$ cat config.mk
export PLATFORM = sky130hd
export DESIGN_NAME = nanorv32_csr_rmw
export DESIGN_NICKNAME = d
export VERILOG_FILES = /design/src/rtl/nanorv32_csr_rmw_pkg.sv /design/src/rtl/nanorv32_csr_rmw.sv
export SDC_FILE = /design/constraint.sdc
export NUM_CORES = 1
export LEC_CHECK = 0
export BUFFER_PORTS_ARGS = -buffer_cell sky130_fd_sc_hd__clkbuf_2
export CORE_AREA = 4 4 118 120
export DETAILED_ROUTE_END_ITERATION = 12
export DIE_AREA = 0 0 122 124
export HOLD_SLACK_MARGIN = 0.05
export PLACE_DENSITY = 0.72
export SKIP_CTS_REPAIR_TIMING = 1
export SYNTH_ARGS = -nofsm -noshare
export SYNTH_HDL_FRONTEND = slang
export SYNTH_SLANG_ARGS = --single-unit
$ cat constraint.sdc
create_clock -name clk -period 2.16 [get_ports clk]
set_input_delay 0.432 -clock clk [delete_from_list [all_inputs] [get_ports clk]]
set_output_delay 0.432 -clock clk [all_outputs]
set_load 0.005 [all_outputs]
$ cat src/rtl/nanorv32_csr_rmw_pkg.sv
// nanorv32_csr_rmw_pkg: shared constants for the CSR read-modify-write sequencer.
// Holds the CSR funct3 encodings, address/data MSBs, the read-only address field
// value and the sequencer FSM state encoding.
package nanorv32_csr_rmw_pkg;

    localparam int unsigned NANORV32_CSR_ADDR_MSB = 11;
    localparam int unsigned NANORV32_DATA_MSB     = 31;

    localparam logic [2:0] NANORV32_CSR_FUNCT3_RW  = 3'b001;
    localparam logic [2:0] NANORV32_CSR_FUNCT3_RS  = 3'b010;
    localparam logic [2:0] NANORV32_CSR_FUNCT3_RC  = 3'b011;
    localparam logic [2:0] NANORV32_CSR_FUNCT3_RWI = 3'b101;
    localparam logic [2:0] NANORV32_CSR_FUNCT3_RSI = 3'b110;
    localparam logic [2:0] NANORV32_CSR_FUNCT3_RCI = 3'b111;

    // addr[11:10] value marking a read-only CSR
    localparam logic [1:0] NANORV32_CSR_RO_FIELD = 2'b11;

    typedef enum logic [1:0] {
        StIdle  = 2'd0,
        StRead  = 2'd1,
        StWrite = 2'd2,
        StDone  = 2'd3
    } csr_state_e;

endpackage

$ cat src/rtl/nanorv32_csr_rmw.sv
// nanorv32_csr_rmw: CSR read-modify-write sequencer between execute and the CSR file.
// Accepts one CSR instruction, reads the CSR, computes the new value, issues at most
// one write strobe and returns the old value, stalling execute while in progress.
//
// Optional build macro: NANORV32_CSR_ILLEGAL_CHECK_EN (flags funct3 000/100 and
// writes to read-only CSRs as illegal; otherwise csr_illegal is tied to 0).
//
// Ports:
//   clk, rst_n            clock, asynchronous active-low reset
//   csr_op_*              decoded CSR instruction, held until csr_done
//   csr_core_rdata        combinational read data from the CSR file
//   core_csr_addr/wdata   address and write data to the CSR file
//   core_csr_write        single-cycle write strobe
//   csr_busy              stall request to the pipeline
//   csr_done, csr_rd_data completion pulse and old CSR value
//   csr_illegal           illegal-instruction pulse, coincident with csr_done
module nanorv32_csr_rmw
    import nanorv32_csr_rmw_pkg::*;
#(
    parameter int unsigned CSR_ADDR_W = NANORV32_CSR_ADDR_MSB + 1,
    parameter int unsigned DATA_W     = NANORV32_DATA_MSB + 1
) (
    input  logic                  clk,
    input  logic                  rst_n,
    input  logic                  csr_op_valid,
    input  logic [2:0]            csr_op_funct3,
    input  logic [CSR_ADDR_W-1:0] csr_op_addr,
    input  logic [DATA_W-1:0]     csr_op_rs1_data,
    input  logic [4:0]            csr_op_rs1_field,
    input  logic [DATA_W-1:0]     csr_core_rdata,
    output logic [CSR_ADDR_W-1:0] core_csr_addr,
    output logic [DATA_W-1:0]     core_csr_wdata,
    output logic                  core_csr_write,
    output logic                  csr_busy,
    output logic                  csr_done,
    output logic [DATA_W-1:0]     csr_rd_data,
    output logic                  csr_illegal
);

    csr_state_e              state_q;
    logic [2:0]              funct3_q;
    logic [CSR_ADDR_W-1:0]   addr_q;
    logic [DATA_W-1:0]       rs1_data_q;
    logic [4:0]              rs1_field_q;
    logic [DATA_W-1:0]       old_q;
    logic [DATA_W-1:0]       wdata_q;
    logic                    write_q;
    logic                    done_q;
    logic                    illegal_q;

    logic [DATA_W-1:0]       operand;
    logic [DATA_W-1:0]       new_value;
    logic                    write_req;
    logic                    read_only;
    logic                    illegal;
    logic                    do_write;

    function automatic logic [DATA_W-1:0] csr_alu(input logic [2:0]        f3,
                                                  input logic [DATA_W-1:0] old,
                                                  input logic [DATA_W-1:0] opnd);
        case (f3)
            NANORV32_CSR_FUNCT3_RW,
            NANORV32_CSR_FUNCT3_RWI: csr_alu = opnd;
            NANORV32_CSR_FUNCT3_RS,
            NANORV32_CSR_FUNCT3_RSI: csr_alu = old | opnd;
            NANORV32_CSR_FUNCT3_RC,
            NANORV32_CSR_FUNCT3_RCI: csr_alu = old & ~opnd;
            default:                 csr_alu = old;
        endcase
    endfunction

    always_comb begin
        // funct3[2] selects the zero-extended zimm operand
        operand   = funct3_q[2] ? {{(DATA_W-5){1'b0}}, rs1_field_q} : rs1_data_q;
        new_value = csr_alu(funct3_q, csr_core_rdata, operand);
        // funct3 x00 is not a CSR read-modify-write form and never writes
        if (funct3_q == NANORV32_CSR_FUNCT3_RW || funct3_q == NANORV32_CSR_FUNCT3_RWI) begin
            write_req = 1'b1;
        end else begin
            write_req = (funct3_q[1:0] != 2'b00) && (rs1_field_q != 5'd0);
        end
        read_only = (addr_q[CSR_ADDR_W-1 -: 2] == NANORV32_CSR_RO_FIELD);
`ifdef NANORV32_CSR_ILLEGAL_CHECK_EN
        illegal = (funct3_q[1:0] == 2'b00) || (write_req && read_only);
`else
        illegal = 1'b0;
`endif
        do_write = write_req && !read_only && !illegal;
    end

    always_ff @(posedge clk or negedge rst_n) begin
        if (!rst_n) begin
            state_q     <= StIdle;
            funct3_q    <= '0;
            addr_q      <= '0;
            rs1_data_q  <= '0;
            rs1_field_q <= '0;
            old_q       <= '0;
            wdata_q     <= '0;
            write_q     <= 1'b0;
            done_q      <= 1'b0;
            illegal_q   <= 1'b0;
        end else begin
            write_q   <= 1'b0;
            done_q    <= 1'b0;
            illegal_q <= 1'b0;
            case (state_q)
                StIdle: begin
                    if (csr_op_valid) begin
                        funct3_q    <= csr_op_funct3;
                        addr_q      <= csr_op_addr;
                        rs1_data_q  <= csr_op_rs1_data;
                        rs1_field_q <= csr_op_rs1_field;
                        state_q     <= StRead;
                    end
                end
                StRead: begin
                    old_q <= csr_core_rdata;
                    if (do_write) begin
                        wdata_q <= new_value;
                        write_q <= 1'b1;
                        state_q <= StWrite;
                    end else begin
                        done_q    <= 1'b1;
                        illegal_q <= illegal;
                        state_q   <= StDone;
                    end
                end
                StWrite: begin
                    done_q  <= 1'b1;
                    state_q <= StDone;
                end
                StDone: begin
                    // valid is still held by execute here, so it is not re-accepted
                    addr_q  <= '0;
                    state_q <= StIdle;
                end
                default: state_q <= StIdle;
            endcase
        end
    end

    assign core_csr_addr  = addr_q;
    assign core_csr_wdata = wdata_q;
    assign core_csr_write = write_q;
    assign csr_done       = done_q;
    assign csr_rd_data    = old_q;
    assign csr_illegal    = illegal_q;
    assign csr_busy       = (state_q == StIdle && csr_op_valid) || state_q == StRead ||
                            state_q == StWrite;

endmodule

==> impl_results.md, run 1 <==
- Outcome: completed
- RSZ-0062 raised after global routing: false
- Setup crit end: csr_busy
- Adder-cell share of the synthesized area: 0.8734%
- Worst Skew: 0.01217 ns
- Critical path endpoint category: primary output
- Final net count: 770
- Total gr overflow: 0
- Residual DRC: 0
- Post-Synth Simple-Gate Area: 12.49%
- Detailed Place HPWL: 10,120 um
- Crit Reg-Reg Startpoint: funct3_q[1]
- Xor and xnor fraction of the mapped netlist area: 0%
- Post-layout instance count excluding filler cells: 868
- First-pass GRT wire length: 22,760 um
- Initial antenna violation count: 0
- Cell Area, Synth: 5730 sq um
- Reg2reg path depth: 5
- Fmax: 0.5052 GHz
- Startpoint types: flip-flop
- DP Worst Slack: 0.2551 ns
- Vias: 4,627
- Ports: 167
- GRT Util Overall: 19.19%
- Net Count, Synth: 610
- Final ANT Viol Nets: 0
- CP arrival: 1.55 ns
- Crit path max fanout: 11
- Num rows: 42
- Top cell type's share of synthesized area: 52.40%
- Dpl cells: 835
- Fill cells: 1,105
- Fin crit period: 1.979 ns
- Yosys warns: 0
- Synth unique cells: 31
- Commonest non-fill, non-tap cell in the layout: clkbuf_2
- CTS sink count: 120
- Vias per cell: 5.331
- I/O Buffers: 165
- Ant diodes: 0
- Placer Congestion: 0.8024
- Cts bufs inserted: 17
- Core area: 12,980 sq um
- R2R Setup Slk: 0.28 ns
- Die area: 15,130 sq um
- Vias in the first global route: 4,508
- Drt total wl: 14,190 um
- Final period util: 91.63%
- Sequential share of the synthesized area: 52.40%
- Pin count of the biggest net entering global routing: 66
- Final instance area: 7440 sq um
- Final hold viol count: 0
- Top post-synthesis cells by area: dfrtp_1 (52%), mux2_1 (14%), nor2b_1 (6.0%)
- Layout cell share with drive strength beyond 1: 32.08%
- Area Growth Syn to Fin: 29.83%
- Setup WS post-layout: 0.1807 ns
- Pre-Repair DR Iteration Count: 4
- Synth Instances: 519
- Clock transition at path regs: 0.05 ns
- Final Max Tran Viols: 0
- Kind of critical path: reg -> out
- Setup violations, final: 0
- CTS tree: done
- Detailed Route Iter0 Violations: 276
- Lkg Pwr: 0.003449 uW
- Max IR drop VDD: 0.7683 mV
- Top cell type by total area after synthesis: dfrtp_1
- PwrDens: 1577 nW/um^2
- Worst hold path type: in -> reg
- H-tree levels: 4
- Syn_area_per_cell: 11.04 sq um
- FF-to-FF End: core_csr_wdata[16]
- Post-synthesis mux area share: 15.13%
- Worst path required time: 1.73 ns
- Die W: 122 um
- Crit. Startpoint: state_q[0]
- Actual slew at the worst max-slew pin: 0.7898 ns
- Most frequent cells in the layout: clkbuf_2 (164), dfrtp_1 (118), mux2_1 (71)
- Initial cell density of the core: 44.15%
- Largest family of logic cells by synthesized area: multiplexers
- Max_slew headroom: 47.24%
- Wirelength per Cell: 16.35 um
- CTS max path bufs: 2
- Synth Area in Compound Gates: 14.87%
- Synth Register Bits: 120
- Final setup TNS: 0 ns
- Max cap viols: 0
- CTS root buf: clkbuf_16
- Worst-Skew Late Latency: 0.41 ns
- Placement Cell Area: 6782 sq um
- Die height: 124 um
cell usage after synthesis:
master / number
or2_2: 1
o32a_1: 1
inv_2: 1
ha_1: 4
buf_4: 4
a22o_1: 10
a2bb2oi_1: 1
nor2_1: 2
dfrtp_1: 120
conb_1: 1
nor2b_1: 55
mux2_2: 6
nand2b_1: 2
buf_2: 2
or4b_1: 1
o21ai_1: 9
o311ai_2: 1
clkbuf_1: 24
nand3_1: 32
buf_6: 3
o31ai_1: 33
o22ai_1: 5
a211oi_1: 27
o21ai_0: 35
o21a_1: 1
inv_1: 12
mux2_1: 71
nand2_1: 45
buf_1: 7
and2_1: 1
a32o_1: 2
how the worst min path moves through the flow:
stage	cells past startpoint	to	startpoint	slack, ns
final	2	rs1_data_q[9]	csr_op_rs1_data[9]	0.23
after global routing	2	rs1_data_q[9]	csr_op_rs1_data[9]	0.22
after global placement	1	csr_rd_data[14]	rst_n	0.35
after floorplan	0	core_csr_addr[0]	rst_n	0.14
after detailed placement	1	csr_rd_data[14]	rst_n	0.36
after CTS	1	rs1_data_q[14]	rst_n	-0.08
where the power goes:
part	internal (uW)	switching [uW]	total (uW)
clock	2080	970	3050
sequential	3340	696	4040
combinational	2150	2490	4640
total	7570	4160	11700
registers in the layout, summed over array words and instances (netlist names):
signal	cells
core_csr_wdata	32
rs1_field_q	5
csr_done	1
core_csr_addr	12
csr_rd_data	32
state_q	2
funct3_q	3
core_csr_write	1
rs1_data_q	32
per-stage QoR:
stage | power, uW | utilization [%] | hold slack [ns]
2_1_floorplan | 7012 | - | 0.1364
3_3_place_gp | 8470 | 52.25 | 0.3461
3_5_place_dp | 8764 | 52.25 | 0.3595
4_1_cts | 11860 | 57.20 | -0.07758
5_1_grt | 12610 | 57.32 | 0.2213
6_report | 11730 | 57.32 | 0.2324
layout make-up:
type,count,area [sq um],area share (%)
flip-flops and latches,120,3005,40.40
multi-input cells,346,2509,33.72
repair buffers,181,1013,13.62
clock buffers,25,505.5,6.794
well taps,176,220.2,2.960
clock inverters,7,137.6,1.850
inverters,13,48.80,0.6559
critical path, cell delays in order, from the launching register on:
cell and delay, ns:
dfrtp_1 0.40, inv_1 0.08, ha_1 0.25, nand2_4 0.19
nand2_1 0.10, clkbuf_2 0.12
per-layer routing:
layer | global-route usage [%] | share of wire, % | up-vias
li1 | - | - | 2187
met1 | 23.87 | 42 | 2282
met2 | 31.77 | 51 | 150
met3 | 6.176 | 6.4 | 8
met4 | 6.373 | 0.80 | 0
met5 | 0 | 0 | -
kinds of logic after synthesis:
| family | after synthesis |
|---|---|
| AOI/OAI and AO/OA | 125 |
| adders and majority gates | 4 |
| buffers and inverters | 53 |
| DFF | 120 |
| muxes | 77 |
| other | 1 |
| and+or+nand+nor | 139 |
Power figures use the tool's default switching activity.
==> inputs of run 2 (changes only) <==
--- a/config.mk
+++ b/config.mk
@@ -5,11 +5,13 @@
 export SDC_FILE = /design/constraint.sdc
 export NUM_CORES = 1
 export LEC_CHECK = 0
+export ABC_AREA = 1
 export BUFFER_PORTS_ARGS = -buffer_cell sky130_fd_sc_hd__clkbuf_2
-export CORE_AREA = 4 4 118 120
+export CORE_AREA = 4 4 116 118
 export DETAILED_ROUTE_END_ITERATION = 12
-export DIE_AREA = 0 0 122 124
+export DIE_AREA = 0 0 120 122
 export HOLD_SLACK_MARGIN = 0.05
+export MAX_ROUTING_LAYER = met4
 export PLACE_DENSITY = 0.72
 export SKIP_CTS_REPAIR_TIMING = 1
 export SYNTH_ARGS = -nofsm -noshare
==> constraint.sdc (replaced) <==
create_clock -name clk -period 2.51 [get_ports clk]
set_input_delay 0.502 -clock clk [delete_from_list [all_inputs] [get_ports clk]]
set_output_delay 0.502 -clock clk [all_outputs]
set_load 0.005 [all_outputs]
==> impl_results.md, run 2 <==
- Outcome: completed
- Residual DRC: 0
- Vias in the first global route: 4,714
- Num rows: 41
- Power Internal: 5561 uW
- Max IR drop VDD: 0.5929 mV
- Crit Reg-Reg Startpoint: state_q[0]
- Yosys warns: 0
- Initial antenna violation count: 0
- Actual slew at the worst max-slew pin: 1.132 ns
- Slowest stage cell, crit path: dfrtp_1
- Layout cell share with drive strength beyond 1: 25.87%
- Synth cell count leaders: nand2_1 (344), dfrtp_1 (120), nand3_1 (95)
- Kind of critical path: reg -> out
- Pre-Repair DR Iteration Count: 5
- Ys async rst share: 100.0%
- Final setup TNS: 0 ns
- Worst hold path type: in -> async
- Worst path required time: 2.01 ns
- Setup WS post-layout: 0.3341 ns
- Final hold viol count: 0
- Syn_area_per_cell: 7.932 sq um
- Post-layout instance count excluding filler cells: 1,030
- Crit. Startpoint: state_q[0]
- Multi-input gate area: 2111 sq um
- Ant diodes: 0
- Core area: 12,470 sq um
- Max cap viols: 0
- Initial cell density of the core: 43.90%
- Die W: 120 um
- Clock transition at path regs: 0.05 ns
- Sequential share of the synthesized area: 54.87%
- Critical-path cell list: inv_1, ha_1, nand2_2, nand3_1, clkbuf_2
- Pin count of the biggest net entering global routing: 45
- Top post-synthesis cells by area: dfrtp_1 (55%), nand2_1 (24%), nand3_1 (8.7%)
- Detailed Route Iter0 Violations: 394
- Final period util: 86.69%
- Ports: 167
- Synth unique cells: 24
- Synth Register Bits: 120
- Final Max Tran Viols: 0
- Net Count, Synth: 781
- DP Worst Slack: 0.4497 ns
- Fin crit period: 2.176 ns
- Synth Instances: 690
- RSZ-0062 raised after global routing: false
- Startpoint types: flip-flop
- Top cell type by total area after synthesis: dfrtp_1
- EDFF count, synth: 0
- Vias per cell: 4.774
- Worst-Skew Late Latency: 0.42 ns
- Clock Power Share: 23.5%
- Setup violations, final: 0
- CTS tree: done
- Crit-path max cell delay: 0.40 ns
- Die area: 14,640 sq um
- Dpl cells: 999
- CP arrival: 1.67 ns
- Lkg Pwr: 0.003924 uW
- Die height: 122 um
- CTS root buf: clkbuf_16
- GRT Util Overall: 21.94%
- Placer Congestion: 0.8157
- Drt total wl: 14,660 um
- Fill cells: 1,184
- Sw Share: 40.18%
- Cell Area, Synth: 5473 sq um
- Top_reg_cell synth: dfrtp_1
- Fmax: 0.4596 GHz
- First-pass GRT wire length: 24,270 um
- I/O Buffers: 165
- Top cell type's share of synthesized area: 54.87%
- Final net count: 937
- PwrDens: 1339 nW/um^2
- CTS sink count: 120
- Cts bufs inserted: 17
- H-tree levels: 4
- Switch Pwr: 3735 uW
- Storage element area: 3004 sq um
- Count leader, synth: nand2_1
- Vias: 4,917
- CTS max path bufs: 2
- Min Hold Slack: 0.03719 ns
- Flop pwr share: 37.4%
- Worst Skew: 0.01526 ns
- Critical path endpoint category: primary output
- Max_slew headroom: 23.74%
- Area Growth Syn to Fin: 26.89%
- Crit path max fanout: 15
- Most frequent cells in the layout: nand2_1 (343), clkbuf_2 (164), dfrtp_1 (119)
- Total gr overflow: 0
- Final ANT Viol Nets: 0
- Commonest non-fill, non-tap cell in the layout: nand2_1
- Detailed Place HPWL: 10,030 um
- Wirelength per Cell: 14.23 um
- Combinational share of power: 39.1%
[run 2: cell count changes in the layout (fill, tap and decap cells not counted), moves of 5 or more]
| cell | before | now |
|---|---|---|
| nand2_1 | 44 | 343 |
| mux2_1 | 71 | 0 |
| nand3_1 | 32 | 95 |
| nor2b_1 | 55 | 0 |
| o31ai_1 | 33 | 0 |
| a211oi_1 | 27 | 0 |
| inv_1 | 12 | 30 |
| a22o_1 | 10 | 0 |
| clkinv_2 | 2 | 9 |
| nor2_1 | 2 | 9 |
| mux2_2 | 6 | 0 |
| o21ai_0 | 35 | 29 |
| o21ai_1 | 9 | 3 |
| o22ai_1 | 5 | 0 |
[run 2: final timing paths]
check	end	slack (ns)	depth (start not counted)
setup / recovery	csr_busy	0.33	5
hold / removal	core_csr_addr[4]	0.04	1
setup reg to reg	core_csr_addr[4]	0.42	4
hold reg to reg	csr_rd_data[31]	0.47	2
max in group asynchronous	csr_rd_data[21]	1.85	2
min in group clk	rs1_field_q[1]	0.27	3
[run 2: metal layers]
metal | vias up | global-route usage, % | share of wire, %
met5 | - | - | 0
met4 | 0 | 7.301 | 1.5
met3 | 14 | 5.153 | 5.9
met2 | 154 | 34.39 | 49
met1 | 2282 | 28.32 | 44
li1 | 2467 | - | -
[run 2: stage by stage]
stage | power [uW] | utilization [%] | cell area (sq um)
finish | 9296 | 55.71 | 6944
global route | 10120 | 55.71 | 6944
CTS | 9396 | 55.69 | 6942
detailed placement | 7168 | 51.43 | 6411
global placement | 7071 | 51.43 | 6411
floorplan | 5845 | - | 5473
[run 2: logic make-up (layout without fill, tap and decap cells)]
family | Yosys count | count (layout) | share of synthesized area (%)
other cells | 1 | 1 | 0.06852
simple gates | 456 | 456 | 34.52
flops | 120 | 120 | 54.87
buf+inv | 76 | 244 | 6.607
fa+ha+maj | 4 | 4 | 0.9145
compound gates | 33 | 33 | 3.018
[run 2: worst max-delay path, delay by kind of cell (launching register included)]
family	cells	cell delay, ns
flops	1	0.40
simple gates	2	0.39
buf+inv	2	0.23
fa+ha+maj	1	0.23
[run 2: power groups by stage]
stage	Combinational [uW]	Sequential, uW	Clock, uW
final	3640	3470	2190
after global routing	4190	3600	2330
after CTS	3690	3470	2230
after detailed placement	3680	3490	0
after global placement	3590	3480	0
after floorplan	2470	3370	0
[run 2: layout make-up]
type / count / area share (%)
clock inverters: 11 / 1.207
repair buffers: 177 / 13.59
flip-flops and latches: 120 / 43.26
multi-input cells: 494 / 30.40
clock buffers: 20 / 6.432
inverters: 36 / 2.018
well taps: 172 / 3.099
